--- src/rtl/cpu_opponent_sched.sv ---
// rtl/cpu_opponent_sched.sv - randomised, frame-paced action scheduler for the CPU fencer
module cpu_opponent_sched #(
  parameter int         MIN_DELAY  = 8,
  parameter int         DELAY_BITS = 4,
  parameter int         COOLDOWN   = 4,
  parameter logic [7:0] FAR_ADV    = 8'd160,
  parameter logic [7:0] FAR_RET    = 8'd208,
  parameter logic [7:0] FAR_ATK    = 8'd232,
  parameter logic [7:0] NEAR_ATK   = 8'd128,
  parameter logic [7:0] NEAR_PAR   = 8'd192,
  parameter logic [7:0] NEAR_RET   = 8'd240
) (
  input  logic        clk_in,
  input  logic        rst_in,
  input  logic        enable_in,
  input  logic        frame_tick_in,
  input  logic [15:0] rand_in,
  input  logic        near_in,
  input  logic        action_ready_in,
  output logic        action_valid_out,
  output logic [1:0]  action_out,
  output logic        busy_out,
  output logic [7:0]  frames_left_out
);

  localparam logic [2:0] S_IDLE   = 3'd0;
  localparam logic [2:0] S_WAIT   = 3'd1;
  localparam logic [2:0] S_DECIDE = 3'd2;
  localparam logic [2:0] S_HOLD   = 3'd3;
  localparam logic [2:0] S_COOL   = 3'd4;

  localparam logic [1:0] ACT_ADVANCE = 2'd0;
  localparam logic [1:0] ACT_RETREAT = 2'd1;
  localparam logic [1:0] ACT_ATTACK  = 2'd2;
  localparam logic [1:0] ACT_PARRY   = 2'd3;

  logic [2:0] state, state_n;
  logic [7:0] cnt_n;
  logic       valid_n;
  logic [1:0] act_n;
  logic [1:0] decision;
  logic [7:0] r;
  logic       unused_rand;

  // Only the low delay bits and the top byte matter; the rest is deliberately ignored.
  assign unused_rand = ^rand_in;
  assign r = rand_in[15:8];

  always_comb begin
    decision = ACT_ADVANCE;
    if (!near_in) begin
      if (r < FAR_ADV)      decision = ACT_ADVANCE;
      else if (r < FAR_RET) decision = ACT_RETREAT;
      else if (r < FAR_ATK) decision = ACT_ATTACK;
      else                  decision = ACT_PARRY;
    end else begin
      if (r < NEAR_ATK)      decision = ACT_ATTACK;
      else if (r < NEAR_PAR) decision = ACT_PARRY;
      else if (r < NEAR_RET) decision = ACT_RETREAT;
      else                   decision = ACT_ADVANCE;
    end
  end

  always_comb begin
    state_n = state;
    cnt_n   = frames_left_out;
    valid_n = action_valid_out;
    act_n   = action_out;
    case (state)
      S_IDLE: begin
        if (enable_in) begin
          cnt_n   = 8'(MIN_DELAY) + 8'(rand_in[DELAY_BITS-1:0]);
          state_n = S_WAIT;
        end
      end
      S_WAIT: begin
        if (!enable_in) begin
          state_n = S_IDLE;
          cnt_n   = 8'd0;
        end else if (frame_tick_in) begin
          cnt_n = frames_left_out - 8'd1;
          if (frames_left_out == 8'd1) state_n = S_DECIDE;
        end
      end
      S_DECIDE: begin
        if (!enable_in) begin
          state_n = S_IDLE;
          cnt_n   = 8'd0;
        end else begin
          act_n   = decision;
          valid_n = 1'b1;
          state_n = S_HOLD;
        end
      end
      S_HOLD: begin
        // A simultaneous withdraw and accept still counts as delivered, but re-arms via IDLE.
        if (!enable_in || action_ready_in) valid_n = 1'b0;
        if (!enable_in || (action_ready_in && COOLDOWN == 0)) begin
          state_n = S_IDLE;
          cnt_n   = 8'd0;
        end else if (action_ready_in) begin
          state_n = S_COOL;
          cnt_n   = 8'(COOLDOWN);
        end
      end
      S_COOL: begin
        if (!enable_in) begin
          state_n = S_IDLE;
          cnt_n   = 8'd0;
        end else if (frame_tick_in) begin
          cnt_n = frames_left_out - 8'd1;
          if (frames_left_out == 8'd1) state_n = S_IDLE;
        end
      end
      default: begin
        state_n = S_IDLE;
        cnt_n   = 8'd0;
        valid_n = 1'b0;
      end
    endcase
  end

  always_ff @(posedge clk_in) begin
    if (rst_in) begin
      state            <= S_IDLE;
      frames_left_out  <= 8'd0;
      action_valid_out <= 1'b0;
      action_out       <= 2'd0;
      busy_out         <= 1'b0;
    end else begin
      state            <= state_n;
      frames_left_out  <= cnt_n;
      action_valid_out <= valid_n;
      action_out       <= act_n;
      busy_out         <= (state_n != S_IDLE);
    end
  end

endmodule

--- config.mk ---
export PLATFORM = sky130hd
export DESIGN_NAME = cpu_opponent_sched
export DESIGN_NICKNAME = d
export VERILOG_FILES = /design/src/rtl/cpu_opponent_sched.sv
export SDC_FILE = /design/constraint.sdc
export NUM_CORES = 1
export LEC_CHECK = 0
export ABC_AREA = 1
export BUFFER_PORTS_ARGS = -buffer_cell sky130_fd_sc_hd__buf_2
export CORE_MARGIN = 2
export CORE_UTILIZATION = 50
export CTS_BUF_LIST = sky130_fd_sc_hd__clkbuf_4 sky130_fd_sc_hd__clkbuf_8
export DETAILED_ROUTE_END_ITERATION = 6
export PLACE_DENSITY = 0.85
export SLEW_MARGIN = 20
export SYNTH_ARGS = -nofsm -noshare
export SYNTH_HDL_FRONTEND = slang
export SYNTH_SLANG_ARGS = --single-unit
export TNS_END_PERCENT = 30
--- constraint.sdc ---
create_clock -name clk_in -period 1.32 [get_ports clk_in]
set_input_delay 0.264 -clock clk_in [delete_from_list [all_inputs] [get_ports clk_in]]
set_output_delay 0.264 -clock clk_in [all_outputs]
set_load 0.01 [all_outputs]
==> impl_results.md <==
* Clock-pin slew on the worst setup and hold paths at 0.09 ns
* DRC viols at 0
* Crit path launch: state[2]$_SDFF_PP0_
* Worst rel slew slack at 0.8282
* Top cell type's share of synthesized area at 0.2830
* Synth warn at 0
* Max Slew Vio Count at 0
* Clock Skews at 0.004134 ns
* PortBufs at 26
* CTS Sinks at 15
* Area of the multi-input gates at 747.0 um^2
* Core Region at 0.001982 mm^2
* Hold Crit Class: primary input to register
* CTS buffer count at 3
* Vias/cell at 5.564
* Primary FF master, synth: dfxtp_1
* Max frequency at 761.3 MHz
* Worst EP required at 1.53 ns
* DPL Wire Length at 2069 um
* Reg2reg setup slack at 0.006 ns
* Router iterations before antenna repair at 4
* H-tree depth at 1
* Area contributors post-synth: dfxtp_1 28%, nand2_1 17%, inv_1 6.7%
* Largest fanout on the critical path at 7
* VDD IR-drop max at 0.7985 mV
* Final setup violation count at 0
* # nets final at 225
* Min Hold Slack at 0.2780 ns
* Fin. Hold Viols at 0
* 1st-iter DRT viols at 62
* Fin util at 0.7197
* RSZ-0062 raised after global routing: yes
* Routed Antenna Nets at 0
* N_diodes at 0
* Synthesis-to-layout area growth at 34.43%
* Post-Route WL at 3117 um
* Final Cycle Share at 0.9952
* GP Congestion at 0.9316
* Global-route wire length before repair at 4643 um
* Clock root cell: clkbuf_4
* Post-synthesis mux area share at 0
* Row count at 16
* Synth area leader: dfxtp_1
* DP Worst Slack at 0.0007704 ns
* Cells on worst reg2reg path at 7
* Asr flop ratio synth at 0
* GRT overflow at 0
* Die footprint at 0.002507 mm^2
* Register area at 314.1 um^2
* Total number of vias at 1263
* Max clock buf depth at 2
* Tightest Pin Transition at 0.2550 ns
* Fillers at 141
* DR WL/cell at 13.73 um
* Die Wd at 50.07 um
* I/O Pins at 34
* Critical Path AT at 1.53 ns
* Starting Density at 0.5354
* Layout cells sized above 1 at 0.4400
* Die Y at 50.07 um
* CP max-delay cell: dfxtp_4
* Syn Area/Cell at 6.549 um^2
* EDFF count, synth at 0
* Max-cap violations at 0
* Pwr dens at 852.1 mW/mm^2
* Tmin final at 1.314 ns
* Netlist cell types at 28
* Seq/Total Area, Yosys at 0.2830
* TritonCTS clock tree: yes
* Status: finished, final reports clean
* Static Leak at 0.7399 nW
* Post-synthesis xor/xnor area fraction at 0.01651
* Final worst setup slack at 0.006393 ns
* Max incr delay on CP at 0.38 ns
* Compound-Gate Fraction of Synth Area at 0.1179
* Post-Synthesis Cells at 162
* Setup crit end kind: register
* Simple-Gate Fraction of Synth Area at 0.4528
* Setup TNS at 0 ns
* Crit Path Class: register to register
* FF-to-FF End: frames_left_out[2]$_SDFFE_PP0P_
* Reg-to-reg critical path startpoint: state[2]$_SDFF_PP0_
* Synth top cells by count: 48 x nand2_1, 19 x inv_1, 15 x dfxtp_1
* Mapped cell area at 0.001061 mm^2
* Cells on Worst Hold Path at 3
* Vias in the first global route at 1094
* Largest family of logic cells by synthesized area: simple AND/OR/NAND/NOR gates
* CP cell instances: inv_2 > nand3_2 > nand2_4 > nand3b_4 > nand2_8 > nand2_1 > a21oi_1
* Cell with the most instances after synthesis: nand2_1
* CP Launch Type: register
* Initial antenna violation count at 0
* HP Start: near_in
* Worst hold path endpoint: action_out[1]$_SDFFE_PP0P_
* Clk_lat worst skew at 0.29 ns
* CTS Hold Bufs at 0
* Syn_nets at 186
* Adder-cell area share of the yosys netlist at 0.02358
* Post-CTS Setup Bufs at 0
* #FFs+latches synth at 15
* Largest net degree at the start of global routing at 9
* Gr usage total at 0.2399
## through the flow
step                      instance area [um^2]  instances  total power [mW]
final                                     1426        227             1.215
after global routing                      1426        227             1.282
after CTS                                 1315        227             1.155
after detailed placement                  1281        223            0.8687
after global placement                    1281        223            0.8516
after floorplan                           1061        162            0.7527
## sequential cells by signal (all words and copies together) (netlist names)
| signal | flops |
|---|---|
| action_out | 2 |
| frames_left_out | 8 |
| state | 3 |
| busy_out | 1 |
| action_valid_out | 1 |
## layout by cell type, fill, tap and decap left out, types with 2 or more instances in the layout
master,count
nor2_1,8
nand4_1,4
inv_2,4
clkbuf_4,4
dfxtp_4,3
dfxtp_1,10
nand3_2,6
buf_2,26
nand2_4,3
o21ai_1,3
nand2_1,41
dfxtp_2,2
nand2_2,7
nand3_1,10
a21oi_1,8
nor2_4,4
buf_4,11
nor2_2,6
inv_1,16
a21oi_2,3
o21ai_0,8
## layout make-up
type	count	area share
Multi-Input combinational cell	122	0.5237
Sequential cell	15	0.2202
Timing Repair Buffer	37	0.1491
Inverter	22	0.06228
Tap cell	27	0.02368
Clock buffer	4	0.02105
## cells by family (layout without fill, tap and decap cells)
logic type,count (synthesis),after routing
buffers and inverters,25,63
AO/OA/AOI/OAI,23,23
flip-flops,15,15
AND/OR/NAND/NOR,95,95
adder cells (fa/ha/maj),2,2
XOR/XNOR,2,2
## worst max-delay path by stage
| stage | cells after the start | to |
|---|---|---|
| floorplan | 7 | frames_left_out[4]$_SDFFE_PP0P_ |
| global placement | 9 | frames_left_out[5]$_SDFFE_PP0P_ |
| detailed placement | 8 | frames_left_out[2]$_SDFFE_PP0P_ |
| CTS | 11 | busy_out$_SDFF_PP0_ |
| global route | 11 | busy_out$_SDFF_PP0_ |
| finish | 7 | frames_left_out[2]$_SDFFE_PP0P_ |
## what timing repair did
action / 4_1_cts / 5_1_grt
cloned: 0 / 0
pin swaps: 0 / 5
resized for setup: 3 / 37
endpoints found under the setup margin: 6 / 12
## worst max-delay path: cells and delay by family (launching register included)
family                 cells  cell delay (ns)
DFF                        1             0.38
and+or+nand+nor            5             0.59
buffers and inverters      1             0.09
AOI/OAI and AO/OA          1             0.16
## power breakdown
part / internal [mW] / switching, mW / leakage, nW
Combinational: 0.166 / 0.261 / 0.596
Clock: 0.138 / 0.153 / 0.0184
Sequential: 0.473 / 0.0241 / 0.125
## per-layer routing
layer | vias to the layer above | global-route usage | routed length (um)
li1 | 596 | - | -
met1 | 571 | 0.2889 | 1157
met2 | 75 | 0.4101 | 1541
met3 | 21 | 0.04545 | 294
met4 | 0 | 0.1019 | 124
met5 | - | 0 | 0
No activity file was read; power rests on OpenSTA's default activity.
